File: src/rtl/rv_fetch_pkg.sv
// rtl/rv_fetch_pkg.sv - shared types and constants for the rv_fetch instruction fetch stage
package rv_fetch_pkg;

   typedef struct packed {
      logic [31:0] pc;
      logic [31:0] instr;
      logic        err;
   } fetch_entry_t;

   localparam logic [31:0] NOP_INSTR = 32'h0000_0013;

endpackage

File: src/rtl/rv_fetch_fifo.sv
// rtl/rv_fetch_fifo.sv - synchronous instruction buffer with flush and simultaneous push/pop
module rv_fetch_fifo
   import rv_fetch_pkg::*;
#(
   parameter int  DEPTH   = 2,
   parameter type entry_t = fetch_entry_t
) (
   input  logic                       clk,
   input  logic                       rst,
   input  logic                       flush,
   input  logic                       push,
   input  entry_t                     push_data,
   input  logic                       pop,
   output entry_t                     head,
   output logic                       valid,
   output logic [$clog2(DEPTH+1)-1:0] count
);

   localparam int PW = $clog2(DEPTH);
   localparam int CW = $clog2(DEPTH+1);

   entry_t          mem [DEPTH];
   logic [PW-1:0]   rd_ptr;
   logic [PW-1:0]   wr_ptr;

   assign head  = mem[rd_ptr];
   assign valid = (count != '0);

   // Depth is a power of two, so the pointers wrap by plain overflow.
   always_ff @(posedge clk or posedge rst) begin
      if (rst) begin
         rd_ptr <= '0;
         wr_ptr <= '0;
         count  <= '0;
      end else if (flush) begin
         rd_ptr <= '0;
         wr_ptr <= '0;
         count  <= '0;
      end else begin
         if (push) wr_ptr <= wr_ptr + 1'b1;
         if (pop)  rd_ptr <= rd_ptr + 1'b1;
         if (push && !pop)      count <= count + 1'b1;
         else if (pop && !push) count <= count - 1'b1;
      end
   end

   always_ff @(posedge clk) begin
      if (push && !flush) mem[wr_ptr] <= push_data;
   end

   always_ff @(posedge clk) begin
      if (!rst && !flush) begin
         assert (!(push && !pop && count == CW'(DEPTH)));
         assert (!(pop && count == '0));
      end
   end

endmodule

File: src/rtl/rv_fetch.sv
// rtl/rv_fetch.sv - instruction fetch stage: PC, ICCM request issue, buffered handoff to decode
// Optional misaligned-redirect fault entry enabled by defining RV_FETCH_MISALIGN_EN.
module rv_fetch
   import rv_fetch_pkg::*;
#(
   parameter logic [31:0] RESET_PC   = 32'h0000_0000,
   parameter int          FIFO_DEPTH = 2
) (
   input  logic        clk_i,
   input  logic        rst_i,
   output logic        imem_en_o,
   output logic [31:0] imem_addr_o,
   input  logic [31:0] imem_rdata_i,
   input  logic        redirect_i,
   input  logic [31:0] redirect_pc_i,
   output logic        instr_valid_o,
   input  logic        instr_ready_i,
   output logic [31:0] instr_o,
   output logic [31:0] pc_o,
   output logic        instr_err_o
);

   localparam int CW = $clog2(FIFO_DEPTH+1);

   logic [31:0]   fetch_pc;
   logic [31:0]   last_addr;
   logic [31:0]   inflight_pc;
   logic          inflight;
   logic          inflight_err;
   logic          halted;
   logic [31:0]   target_pc;
   logic          target_bad;
   logic [CW-1:0] count;
   logic [CW:0]   occ;
   logic          pop;
   logic          push;
   logic          issue;
   fetch_entry_t  push_data;
   fetch_entry_t  head;

`ifdef RV_FETCH_MISALIGN_EN
   assign target_pc  = redirect_pc_i;
   assign target_bad = (redirect_pc_i[1:0] != 2'b00);
`else
   assign target_pc  = redirect_pc_i & 32'hFFFF_FFFC;
   assign target_bad = 1'b0;
`endif

   assign pop   = instr_valid_o & instr_ready_i & ~redirect_i;
   assign push  = inflight & ~redirect_i;
   // Occupancy counts the outstanding request so the buffer can always absorb it.
   assign occ   = {1'b0, count} + {{CW{1'b0}}, inflight} - {{CW{1'b0}}, pop};
   assign issue = ~rst_i & ~redirect_i & ~halted & (occ < (CW+1)'(FIFO_DEPTH));

   assign imem_en_o   = issue;
   assign imem_addr_o = issue ? fetch_pc : last_addr;

   // A faulting redirect reuses the inflight slot to emit its single NOP entry.
   assign push_data.pc    = inflight_pc;
   assign push_data.instr = inflight_err ? NOP_INSTR : imem_rdata_i;
   assign push_data.err   = inflight_err;

   always_ff @(posedge clk_i or posedge rst_i) begin
      if (rst_i) begin
         fetch_pc     <= RESET_PC;
         last_addr    <= RESET_PC;
         inflight     <= 1'b0;
         inflight_pc  <= RESET_PC;
         inflight_err <= 1'b0;
         halted       <= 1'b0;
      end else if (redirect_i) begin
         fetch_pc     <= target_pc;
         inflight     <= target_bad;
         inflight_pc  <= target_pc;
         inflight_err <= target_bad;
         halted       <= target_bad;
      end else begin
         inflight     <= issue;
         inflight_err <= 1'b0;
         if (issue) begin
            fetch_pc    <= fetch_pc + 32'd4;
            last_addr   <= fetch_pc;
            inflight_pc <= fetch_pc;
         end
      end
   end

   rv_fetch_fifo #(
      .DEPTH   (FIFO_DEPTH),
      .entry_t (fetch_entry_t)
   ) u_fifo (
      .clk       (clk_i),
      .rst       (rst_i),
      .flush     (redirect_i),
      .push      (push),
      .push_data (push_data),
      .pop       (pop),
      .head      (head),
      .valid     (instr_valid_o),
      .count     (count)
   );

   assign instr_o     = head.instr;
   assign pc_o        = head.pc;
   assign instr_err_o = head.err;

endmodule
File: config.mk
export PLATFORM = sky130hd
export DESIGN_NAME = rv_fetch
export DESIGN_NICKNAME = d
export VERILOG_FILES = /design/src/rtl/rv_fetch_pkg.sv /design/src/rtl/rv_fetch_fifo.sv /design/src/rtl/rv_fetch.sv
export SDC_FILE = /design/constraint.sdc
export NUM_CORES = 1
export LEC_CHECK = 0
export CORE_ASPECT_RATIO = 1.75
export CORE_MARGIN = 5
export CORE_UTILIZATION = 56
export DETAILED_ROUTE_END_ITERATION = 7
export MAX_ROUTING_LAYER = met4
export PLACE_DENSITY = 0.95
export SLEW_MARGIN = 20
export SYNTH_ARGS = -nofsm -noshare
export SYNTH_HDL_FRONTEND = slang
export SYNTH_SLANG_ARGS = --single-unit
File: constraint.sdc
create_clock -name clk_i -period 13.6 [get_ports clk_i]
set_clock_uncertainty 0.05 [all_clocks]
set_input_delay 2.72 -clock clk_i [delete_from_list [all_inputs] [get_ports clk_i]]
set_output_delay 2.72 -clock clk_i [all_outputs]
set_load 0.01 [all_outputs]
### After elaboration in Yosys (flattened, before gate mapping)

Memory sizes are Yosys's and may differ from the RTL's.
Index checks and enable logic that the tools add are counted.

| operators by class | value |
|---|---|
| reduce and logical (&&, ||, !) cells | 11 |
| add/subtract/negate cells | 7 |
| mux-type cells | 15 |
| order comparisons | 1 |
| bitwise operators | 7 |

Operator list:

| kind | number |
|---|---|
| $mux W32 | 5 |
| $add A32 B3 Y32 const B | 1 |
| $reduce_bool A2 Y1 | 4 |
| $mux W1 | 7 |
| $mux W2 | 3 |
| $and A1 B1 Y1 | 5 |
| $add A2 B1 Y3 | 1 |
| $logic_and A1 B1 Y1 | 3 |
| $logic_not A1 Y1 | 3 |
| $lt A3 B2 Y1 const B | 1 |
| $reduce_bool A3 Y1 | 1 |
| $sub A3 B1 Y3 | 1 |
| $add A1 B1 Y1 const B | 2 |
| $add A2 B1 Y2 const B | 1 |
| $not A1 Y1 | 2 |
| $sub A2 B1 Y2 const B | 1 |

| storage, ports and cells | value |
|---|---|
| memories | 1 |
| register bits after elaboration | 101 |
| output and inout bits | 99 |
| RAM bits | 128 |

Memories:

| memory | words | bits a word | rd ports | clocked after memory_dff | wr ports | RTL line | text |
|---|---|---|---|---|---|---|---|
| u_fifo.mem | 2 | 64 | 1 | 0 | 1 | rv_fetch_fifo.sv:22 | `entry_t mem [DEPTH];` |

### Logic depth before layout (Yosys ltp)

Gate-level depths: netlist (run 1).

| depth | value |
|---|---|
| depth in word-level cells | 8 |
| gate-level depth with buffers | 16 |
| mapped depth without buffers | 12 |

### Cells and area by module

Synthesis (run 1) repeated with hierarchy kept, for this count alone.

| second synthesis, totals | value |
|---|---|
| cell total of the unflattened synthesis | 714 |
| area total of the unflattened synthesis | 9416.5 um^2 |

Modules (own cells, without submodules):

| module | times used | seq. area each (um^2) | cells an instance | area an instance (um^2) |
|---|---|---|---|---|
| rv_fetch_fifo | 1 | 4003.8 | 222 | 5053.6 |
| rv_fetch | 1 | 2352.3 | 492 | 4362.9 |

### Worst setup path before layout (run 1)

Ideal clock, no wire load.

| timing path | value |
|---|---|
| kind | input to register |
| start point | input redirect_i |
| end point | memory u_fifo.mem[0][0] in the netlist's numbering (enable) |
| slack | 5078 ps |
| arrival | 7898 ps |
| cell stages on the path | 4 |
| required time | 12976 ps |
| buffers on the path | 3 |
| cell sequence | clkbuf_1 clkbuf_1 clkbuf_8 nor3b_1 |

| between the ends | value |
|---|---|
| cells in the longest elaborated chain, start to end | 5 |

Ends and longest elaborated chain:

| item | RTL line | text |
|---|---|---|
| start: declaration | rv_fetch.sv:14 | `input logic redirect_i,` |
| $not A1 Y1 | rv_fetch.sv:50 | `assign push = inflight & ~redirect_i;` |
| $and A1 B1 Y1 | rv_fetch.sv:50 |  |
| $logic_and A1 B1 Y1 * | rv_fetch_fifo.sv:48 | `if (push && !flush) mem[wr_ptr] <= push_data;` |
| $mux W1 * | rv_fetch_fifo.sv:48 |  |
| $mux W1 (not written as such) * | rv_fetch_fifo.sv:48 |  |
| end: declaration | rv_fetch_fifo.sv:22 |  |

Mark *: on every way between the ends. The rest lies on a longest branch, timed or not.

### Final worst setup path (run 1)

| timing path | value |
|---|---|
| start point | input instr_ready_i |
| end point | output imem_addr_o[21] |

| between the ends | value |
|---|---|
| cells in the longest elaborated chain, start to end | 6 |

Ends and longest elaborated chain:

| item | RTL line | text |
|---|---|---|
| start: declaration | rv_fetch.sv:17 | `input logic instr_ready_i,` |
| $and A1 B1 Y1 (2 in series) | rv_fetch.sv:49 | `assign pop = instr_valid_o & instr_ready_i & ~redirect_i;` |
| $sub A3 B1 Y3 | rv_fetch.sv:52 | `assign occ = {1'b0, count} + {{CW{1'b0}}, inflight} - {{CW{1'b0}}, pop};` |
| $lt A3 B2 Y1 | rv_fetch.sv:53 | `assign issue = ~rst_i & ~redirect_i & ~halted & (occ < (CW+1)'(FIFO_DEPTH));` |
| $and A1 B1 Y1 | rv_fetch.sv:53 |  |
| $mux W32 | - |  |
| end: declaration | rv_fetch.sv:12 | `output logic [31:0] imem_addr_o,` |

Every way passes these cells.

==> results of run 1 <==
==> synth_stat cells (5+ instances only) <==
library cell and number:
o21ai_0 15, o211ai_1 10, dfrtp_1 98, nand2_1 190
edfxtp_1 126, inv_1 7, and3_1 7, a21oi_1 9
nand4_1 11, o311ai_1 5, clkbuf_1 21, nand3_1 40
and2_1 7, mux2_2 66, nor2_1 14
==> cell type report <==
cell class / instances / area (um2)
antenna: 1 / 2.50
multi-input combinational: 440 / 2680
clock inverter: 12 / 180
sequential: 224 / 6240
tap: 192 / 240
fill: 1028 / 4570
inverter: 8 / 37.5
clock buffer: 24 / 547
timing repair buffer: 172 / 1710
==> cells by family (layout without fill, tap and decap cells) <==
group	Yosys count	in the layout	synth area share [%]
AND/OR/NAND/NOR	298	298	15.0
flip-flops	224	224	68.1
XOR/XNOR	5	5	0.479
other	1	2	0.0410
multiplexers	66	66	8.12
adder cells (fa/ha/maj)	3	3	0.492
AO/OA/AOI/OAI	67	67	5.05
buffers and inverters	43	216	2.68
==> worst paths after layout <==
path                                 startpoint           endpoint  slack, ps  cells past startpoint
min in group asynchronous                 rst_i      u_fifo.wr_ptr       2630                      2
worst max register to register  u_fifo.count[1]       fetch_pc[17]       9520                     13
max in group asynchronous                 rst_i     inflight_pc[1]       9710                      3
worst min register to register   inflight_pc[6]  u_fifo.mem[1][38]        420                      0
worst max-delay path              instr_ready_i    imem_addr_o[21]       4430                     12
worst min-delay path             inflight_pc[6]  u_fifo.mem[1][38]        420                      0
==> metal layers <==
layer  share of wire, %  GRT usage (%)  vias up  wire [um]
li1                   -              -     2849          -
met1                 35           25.2     3136       7340
met2                 56           41.7      216      11800
met3                4.7           2.41       59       1000
met4                4.5           10.0        0        950
met5                  0              -        -          0
==> worst register-to-register path, cell delays in order, from the launching register on <==
cell and delay, ps:
dfrtp_1 470, or2_2 320, nand2_1 120, nor2_1 60, ha_1 290, nand2b_1 160
fa_1 390, xor2_1 150, or4b_2 700, inv_6 390, nor2_4 260, buf_16 240
o21ai_0 180, o311ai_0 150
==> where the power goes <==
| group | leakage [nW] | switching [mW] | internal (mW) |
|---|---|---|---|
| sequential | 2.35 | 0.0376 | 0.776 |
| clock | 0.357 | 0.237 | 0.381 |
| combinational | 1.95 | 0.114 | 0.113 |
| total | 4.66 | 0.389 | 1.27 |
==> registers in the layout (all words and copies together) (netlist names) <==
register       count
u_fifo.mem       126
last_addr         32
inflight_pc       31
fetch_pc          30
u_fifo.count       2
inflight           1
u_fifo.rd_ptr      1
u_fifo.wr_ptr      1
==> metrics by stage <==
| stage | worst slack [ps] | cells | utilization (%) | power, mW | hold WS, ps |
|---|---|---|---|---|---|
| CTS | 4450 | 1071 | 71.6 | 1.67 | 410 |
| floorplan | 5080 | 707 | - | 0.935 | 384 |
| global placement | 4520 | 1035 | 67.1 | 1.04 | 398 |
| global route | 4280 | 1073 | 71.8 | 1.72 | 434 |
| detailed placement | 4490 | 1035 | 67.1 | 1.05 | 407 |
| finish | 4430 | 1073 | 71.8 | 1.66 | 415 |
==> results.tsv, run 1 <==
stage	metric	value	unit
status	status	finished, final reports clean	
synthesis	post-synthesis instance total	707	
routing	routed wire length	21100	um
timing	Setup-failing EPs final	0	
worst_setup_path	cells along the critical path	clkdlybuf4s50_1, nand2_1, nor2_1, ha_1, nand2b_1, fa_1, xor2_1, or4b_2, inv_6, nand2_1, nand2_1, clkdlybuf4s50_1	
cells_and_area	Layout area overhead	27.2	%
routing	Routed Antenna Nets	0	
worst_hold_path	hold crit path type	reg2reg	
synthesis	Synth top area share	41.3	%
cells_and_area	commonest non-fill, non-tap cells in the layout	190 x nand2_1, 162 x clkdlybuf4s50_1, 126 x edfxtp_1, 97 x dfrtp_1, 66 x mux2_2	
placed_design	PortBufs	163	
routing	Wirelength per Cell	19.7	um
cells_and_area	fin nets	937	
timing	Slew headroom	33.3	%
global_route	global route total overflow	0	
worst_setup_path	type of origin of the critical path	input pin	
global_route	largest net degree at the start of global routing	64	
timing	worst-margin pin slew	1000	ps
synthesis	Synth area leaders	edfxtp_1 41%, dfrtp_1 27%, mux2_2 8.1%	
power	PD cells	142	mW/mm2
global_route	global-route wire length before repair	33600	um
cells_and_area	commonest non-fill, non-tap cell in the layout	nand2_1	
synthesis	Synth Register Bits	224	
global_route	initial antenna violation count	1	
placed_design	RD Place Congestion	0.825	
timing	post-route setup TNS	0	ps
synthesis	Cell Area, Synth	0.00915	mm2
clock_network	clock latency on the worst-skew pair	490	ps
cells_and_area	layout cells sized above 1	14.5	%
synthesis	yosys warns	0	
power	Leak	4.66	nW
synthesis	Yosys cell types	54	
floorplanning	IO Pins	167	
synthesis	Synthesized Nets	778	
floorplanning	Initial Utilization	56.4	%
synthesis	number of synthesized flops with an enable pin	126	
floorplanning	die width	107	um
synthesis	dominant synthesized flop cell	edfxtp_1	
cells_and_area	Final Cell Area	0.0116	mm2
global_route	global-route usage over all layers	22.9	%
global_route	vias in the first global route	6460	
floorplanning	die area	0.0191	mm2
timing	minimum clock period	9170	ps
worst_setup_path	Req. time, crit path	10830	ps
clock_network	# hold bufs at CTS	0	
clock_network	CTS root buf	clkbuf_16	
routing	via/cell ratio	5.83	
synthesis	leading area contributor after synthesis	edfxtp_1	
clock_network	TritonCTS clock tree	yes	
placed_design	placed cell areas	0.0109	mm2
timing	RSZ-0062 raised after global routing	no	
clock_network	clk sinks	224	
placed_design	detailed placer's ending HPWL	13900	um
clock_network	Post-CTS Setup Inserts	0	
synthesis	Mapped Avg Cell Area	12.9	um2
worst_setup_path	kind of critical path	in2out	
timing	fin crit share	67.4	%
worst_setup_path	worst-path fanout max	58	
clock_network	total CTS buffers	20	
routing	Via Count	6260	
worst_setup_path	Largest delay share family, worst path	buffers and inverters	
worst_setup_path	crit path buf inv count	3	
worst_setup_path	crit end category	output port	
routing	Initial DRC Count	414	
clock_network	clock slew seen by the registers of the worst setup and hold paths	70	ps
floorplanning	Rows	62	
floorplanning	Die Ht	179	um
timing	max-slew violations	0	
power	maximum VDD drop	0.111	mV
worst_setup_path	WP data arrival	6400	ps
clock_network	post-CTS resize count	0	
clock_network	clock buffer depth	3	
routing	drt pass-1 iters	5	
timing	Max Freq	109	MHz
job	max_cap viols	0	
synthesis	post-synthesis sequential area ratio	68.1	%
clock_network	maximum level of the CTS H-tree	1	
worst_setup_path	cell mode on critical path	nand2_1	
timing	final hold violation count	0	
floorplanning	core area	0.0162	mm2
synthesis	share of flip-flops with an asynchronous set or reset	43.8	%
worst_setup_path	Worst path max stage delay	700	ps
worst_setup_path	slowest CP cell	or4b_2	
routing	drt drc	0	
No activity file was read; power rests on OpenSTA's default activity.
==> run 2: changes to the inputs <==
CORE_UTILIZATION = 52   (was 56)
PLACE_DENSITY = 0.9   (was 0.95)
clock period = 9.3 ns   (was 13.6 ns; I/O delays follow)
==> run 2 against run 1 <==
Utilization decreased by 4.9 points. Combinational power up 46%. Highest routed layer unchanged. Largest power group unchanged. Total power grew 44%. Critical path type unchanged.
==> results.tsv, run 2 (same netlist as run 1, synthesis figures left out) <==
stage	metric	value	unit	change
status	status	finished, final reports clean		unchanged
clock_network	total CTS buffers	20		unchanged
power	switching share of total power	24.0	%	was 23.4%
clock_network	Post-CTS Setup Inserts	0		unchanged
floorplanning	Rows	64		was 62
floorplanning	Die Ht	185	um	was 179 um
worst_setup_path	R2R cell count	12		was 13
timing	Slew headroom	23.3	%	was 33.3%
clock_network	maximum level of the CTS H-tree	1		unchanged
clock_network	clk sinks	224		unchanged
placed_design	Placed Cells	1071		was 1035
timing	post-route setup TNS	0	ps	unchanged
cells_and_area	Largest Register	u_fifo.mem		unchanged
worst_setup_path	r2r startpoint	u_fifo.count[1]		unchanged
timing	Max Freq	133	MHz	
cells_and_area	biggest regs	u_fifo.mem x126, last_addr x32, inflight_pc x31		unchanged
power	Int Power	1.81	mW	was 1.27 mW
timing	final hold violation count	0		unchanged
clock_network	CTS root buf	clkbuf_16		unchanged
power	maximum VDD drop	0.174	mV	was 0.111 mV
worst_setup_path	type of origin of the critical path	input pin		unchanged
floorplanning	IO Pins	167		unchanged
cells_and_area	post-route insts no fill	1108		was 1073
clock_network	# hold bufs at CTS	0		unchanged
worst_setup_path	crit end category	output port		unchanged
cells_and_area	Largest register FFs	126		unchanged
clock_network	clock slew seen by the registers of the worst setup and hold paths	70	ps	about the same
worst_hold_path	hold crit path type	reg2reg		unchanged
cells_and_area	commonest non-fill, non-tap cells in the layout	190 x nand2_1, 162 x clkdlybuf4s50_1, 126 x edfxtp_1, 97 x dfrtp_1, 66 x mux2_2		unchanged
worst_setup_path	Req. time, crit path	7390	ps	was 10830 ps
routing	Initial DRC Count	306		was 414
cells_and_area	commonest non-fill, non-tap cell in the layout	nand2_1		unchanged
placed_design	PortBufs	163		unchanged
routing	Via Count	6171		was 6260
cells_and_area	Layout area overhead	27.0	%	was 27.2%
timing	max-slew violations	0		unchanged
power	switching pwr	574	uW	was 389 uW
worst_setup_path	Worst path max stage delay	710	ps	was 700 ps
worst_hold_path	hold path depth	2		was 0
worst_hold_path	HP Start	last_addr[11]		was inflight_pc[6]
cells_and_area	fin nets	933		was 937
timing	fin crit share	80.8	%	
global_route	global route total overflow	0		unchanged
power	total power	2.39	mW	was 1.66 mW
placed_design	RD Place Congestion	0.782		was 0.825
routing	via/cell ratio	5.57		was 5.83
global_route	largest net degree at the start of global routing	64		unchanged
cells_and_area	layout cells sized above 1	14.2	%	was 14.5%
clock_network	TritonCTS clock tree	yes		unchanged
clock_network	clock latency on the worst-skew pair	480	ps	was 490 ps
routing	Routed Antenna Nets	0		unchanged
timing	RSZ-0062 raised after global routing	no		unchanged
worst_setup_path	kind of critical path	in2out		unchanged
floorplanning	die area	0.0205	mm2	was 0.0191 mm2
worst_setup_path	CP Launch Point	instr_ready_i		unchanged
timing	worst-margin pin slew	1150	ps	was 1000 ps
floorplanning	core area	0.0174	mm2	was 0.0162 mm2
timing	Setup-failing EPs final	0		unchanged
power	clock power share	36.4	%	was 37.3%
global_route	global-route wire length before repair	33200	um	was 33600 um
power	PD cells	205	mW/mm2	was 142 mW/mm2
global_route	vias in the first global route	6389		was 6460
clock_network	clock buffer depth	3		unchanged
global_route	initial antenna violation count	1		unchanged
routing	drt drc	0		unchanged
routing	drt pass-1 iters	5		unchanged
global_route	global-route usage over all layers	21.5	%	was 22.9%
worst_setup_path	cells along the critical path	clkdlybuf4s50_1, nand2_1, nor2_1, ha_1, nand2b_1, fa_1, xor2_1, or4b_2, buf_4, o21ai_0, clkdlybuf4s50_1		was clkdlybuf4s50_1, nand2_1, nor2_1, ha_1, nand2b_1, fa_1, xor2_1, or4b_2, inv_6, nand2_1, nand2_1, clkdlybuf4s50_1
power	Leak	4.61	nW	was 4.66 nW
worst_setup_path	WP data arrival	5610	ps	was 6400 ps
routing	Wirelength per Cell	19.4	um	was 19.7 um
clock_network	post-CTS resize count	0		unchanged
timing	minimum clock period	7520	ps	
worst_setup_path	worst-path fanout max	63		was 58
power	part of the power in combinational logic	13.8	%	was 13.7%
worst_setup_path	R2R Setup Slk	5280	ps	was 9520 ps
job	max_cap viols	0		unchanged
floorplanning	die width	110	um	was 107 um
worst_setup_path	cell mode on critical path	clkdlybuf4s50_1		was nand2_1
worst_setup_path	slowest CP cell	or4b_2		unchanged
placed_design	detailed placer's ending HPWL	14000	um	was 13900 um
floorplanning	Initial Utilization	52.7	%	was 56.4%
routing	routed wire length	21500	um	was 21100 um
power	share of power burned in registers	49.8	%	was 49.0%
-- run 2: worst paths after layout --
path	to
worst max-delay path	imem_addr_o[23]
worst min-delay path	last_addr[11]
worst min register to register	last_addr[11]
max in group asynchronous	u_fifo.rd_ptr
min in group asynchronous	last_addr[1]
worst max register to register	fetch_pc[30]
-- run 2: through the flow --
step	worst slack [ps]	hold slack [ps]	area, um2	utilization, %
detailed placement	1900	405	10900	62.8
global route	1660	442	11600	66.9
CTS	1790	422	11600	66.9
floorplan	1640	384	9150	-
finish	1780	420	11600	66.9
global placement	1970	398	10900	62.8
-- run 2: critical path: cells and delay by family --
family                     cells  cell delay (ps)
buffers and inverters          3             1490
and+or+nand+nor                4             1070
adders and majority gates      2              630
AOI/OAI and AO/OA              1              380
xor gates and xnor gates       1              160
-- run 2: power groups by stage --
stage / combinational, mW / clock, mW / sequential [mW]
floorplan: 0.178 / 0 / 1.19
global placement: 0.318 / 0 / 1.20
detailed placement: 0.329 / 0 / 1.21
CTS: 0.334 / 0.887 / 1.19
global route: 0.358 / 0.928 / 1.20
finish: 0.329 / 0.869 / 1.19
-- run 2: layout make-up --
type	instances	area (um2)
repair buffers	168	1660
clock buffers	26	566
well taps	231	289
fillers	1226	5760
multi-input cells	440	2690
clock inverters	10	133
inverters	8	37.5
diodes	1	2.50
flip-flops and latches	224	6240
-- run 2: layer usage --
metal  wire length (um)  global-route usage [%]  up-vias
li1                   -                       -     2844
met1               7380                    23.6     3051
met2              12000                    39.0      229
met3               1300                    3.12       47
met4                767                    8.14        0
met5                  0                       -        -
==> run 3: changes to the inputs <==
CORE_UTILIZATION = 47   (was 52)
PLACE_DENSITY = 0.87   (was 0.9)
clock period = 6.9 ns   (was 9.3 ns; I/O delays follow)
==> run 3 against run 2 <==
Sequential cell count stayed put. Critical path depth did not move. Cell count rose by 1.4%. First-iteration DRC count fell by 8.5%. Non-clock buffer count is 1 higher. Register-to-register slack got worse by 2400 ps. Setup slack worse by 1400 ps. Critical endpoint unchanged. Largest power group unchanged.
==> results.tsv, run 3 (same netlist as run 1, synthesis figures left out) <==
stage	metric	value	unit	change
timing	fin crit share	93.9	%	
global_route	global-route wire length before repair	33700	um	was 33200 um
timing	worst-margin pin slew	946	ps	was 1150 ps
clock_network	clk sinks	224		unchanged
timing	Max Freq	154	MHz	
timing	Slew headroom	36.9	%	was 23.3%
timing	RSZ-0062 raised after global routing	no		unchanged
power	Int Power	2.43	mW	was 1.81 mW
cells_and_area	Layout area overhead	27.6	%	was 27.0%
power	maximum VDD drop	0.194	mV	was 0.174 mV
routing	Via Count	6131		was 6171
floorplanning	Die Ht	195	um	was 185 um
floorplanning	die area	0.0225	mm2	was 0.0205 mm2
cells_and_area	layout filler cell count	1445		was 1226
power	Leak	4.62	nW	was 4.61 nW
placed_design	detailed placer's ending HPWL	14100	um	was 14000 um
clock_network	CTS root buf	clkbuf_16		unchanged
global_route	initial antenna violation count	4		was 1
clock_network	clock latency on the worst-skew pair	480	ps	about the same
cells_and_area	Seq. cell area	0.00624	mm2	unchanged
job	max_cap viols	0		unchanged
cells_and_area	Final Util	60.8	%	was 66.9%
timing	Setup-failing EPs final	0		unchanged
routing	Routed Antenna Nets	0		unchanged
floorplanning	Initial Utilization	47.7	%	was 52.7%
routing	Wirelength per Cell	18.8	um	was 19.4 um
worst_setup_path	Req. time, crit path	5470	ps	was 7390 ps
timing	max-slew violations	0		unchanged
floorplanning	core area	0.0192	mm2	was 0.0174 mm2
power	switching share of total power	24.2	%	was 24.0%
cells_and_area	multi-input combinational cell area	0.00269	mm2	unchanged
routing	via/cell ratio	5.46		was 5.57
clock_network	Post-CTS Setup Inserts	0		unchanged
clock_network	# hold bufs at CTS	0		unchanged
timing	minimum clock period	6480	ps	
worst_setup_path	WP data arrival	5050	ps	was 5610 ps
cells_and_area	Largest Register	u_fifo.mem		unchanged
placed_design	Placement Setup Slack	404	ps	was 1900 ps
global_route	largest net degree at the start of global routing	64		unchanged
worst_setup_path	kind of critical path	in2out		unchanged
clock_network	total CTS buffers	21		was 20
power	switching pwr	774	uW	was 574 uW
timing	final hold violation count	0		unchanged
cells_and_area	Final Cell Area	0.0117	mm2	was 0.0116 mm2
worst_setup_path	worst-path fanout max	63		unchanged
floorplanning	Rows	67		was 64
cells_and_area	biggest regs	u_fifo.mem x126, last_addr x32, inflight_pc x31		unchanged
power	share of power burned in registers	50.0	%	was 49.8%
cells_and_area	commonest non-fill, non-tap cell in the layout	nand2_1		unchanged
clock_network	post-CTS resize count	0		unchanged
floorplanning	die width	115	um	was 110 um
global_route	global route total overflow	0		unchanged
cells_and_area	commonest non-fill, non-tap cells in the layout	190 x nand2_1, 162 x clkdlybuf4s50_1, 126 x edfxtp_1, 97 x dfrtp_1, 66 x mux2_2		unchanged
routing	routed wire length	21100	um	was 21500 um
power	PD cells	274	mW/mm2	was 205 mW/mm2
cells_and_area	Largest register FFs	126		unchanged
placed_design	RD Place Congestion	0.779		was 0.782
clock_network	maximum level of the CTS H-tree	1		unchanged
cells_and_area	layout cells sized above 1	14.5	%	was 14.2%
global_route	global-route usage over all layers	19.3	%	was 21.5%
placed_design	PortBufs	163		unchanged
timing	setup ws final	420	ps	was 1780 ps
timing	final hold slack	419	ps	was 420 ps
clock_network	clock slew seen by the registers of the worst setup and hold paths	60	ps	was 70 ps
placed_design	placed cell areas	0.0109	mm2	about the same
routing	drt drc	0		unchanged
worst_hold_path	hold crit path type	reg2reg		unchanged
floorplanning	IO Pins	167		unchanged
routing	Initial DRC Count	280		was 306
power	clock power share	36.2	%	was 36.4%
global_route	vias in the first global route	6593		was 6389
power	part of the power in combinational logic	13.8	%	about the same
worst_setup_path	crit end category	output port		unchanged
clock_network	TritonCTS clock tree	yes		unchanged
routing	drt pass-1 iters	5		unchanged
clock_network	clock buffer depth	3		unchanged
cells_and_area	fin nets	935		was 933
status	status	finished, final reports clean		unchanged
worst_setup_path	type of origin of the critical path	input pin		unchanged
timing	post-route setup TNS	0	ps	unchanged
-- run 3: cell type report --
class	instances	area share, %
Clock inverter	4	0.268
Timing Repair Buffer	169	14.5
Tap cell	241	2.58
Multi-Input combinational cell	440	23.1
Inverter	8	0.322
Clock buffer	33	5.78
Sequential cell	224	53.4
Antenna cell	4	0.0857
-- run 3: per-stage QoR --
stage,total power [mW],instances
finish,3.20,1123
global route,3.34,1123
CTS,3.23,1118
detailed placement,2.07,1081
global placement,2.05,1081
floorplan,1.84,707
-- run 3: per-layer routing --
layer,up-vias,track usage (%),wire length (um)
li1,2870,-,-
met1,3006,20.6,7570
met2,199,34.1,11400
met3,56,2.96,1170
met4,0,9.53,960
met5,-,-,0
-- run 3: path summary, 6_finish.rpt --
| kind | slack [ps] | cells after the start | end | from |
|---|---|---|---|---|
| worst max-delay path | 420 | 11 | imem_addr_o[23] | instr_ready_i |
| max in group asynchronous | 4330 | 3 | u_fifo.rd_ptr | rst_i |
| min in group asynchronous | 1260 | 2 | u_fifo.count[0] | rst_i |
| worst min register to register | 420 | 2 | last_addr[9] | last_addr[9] |
| worst max register to register | 2880 | 13 | fetch_pc[13] | u_fifo.count[1] |
| worst min-delay path | 420 | 2 | last_addr[9] | last_addr[9] |
-- run 3: power groups by stage --
stage / Sequential (mW) / Combinational, mW / Clock [mW]
3_5_place_dp: 1.63 / 0.443 / 0
6_report: 1.60 / 0.443 / 1.16
2_1_floorplan: 1.60 / 0.240 / 0
5_1_grt: 1.61 / 0.482 / 1.24
3_3_place_gp: 1.62 / 0.431 / 0
4_1_cts: 1.60 / 0.447 / 1.18
-- run 3: worst max-delay path: stages --
cell and delay, ps:
clkdlybuf4s50_1 520, nand2_1 110, nor2_1 110, ha_1 230, nand2b_1 150, fa_1 390
xor2_1 150, or4b_2 690, buf_4 370, o21ai_0 260, clkdlybuf4s50_1 660
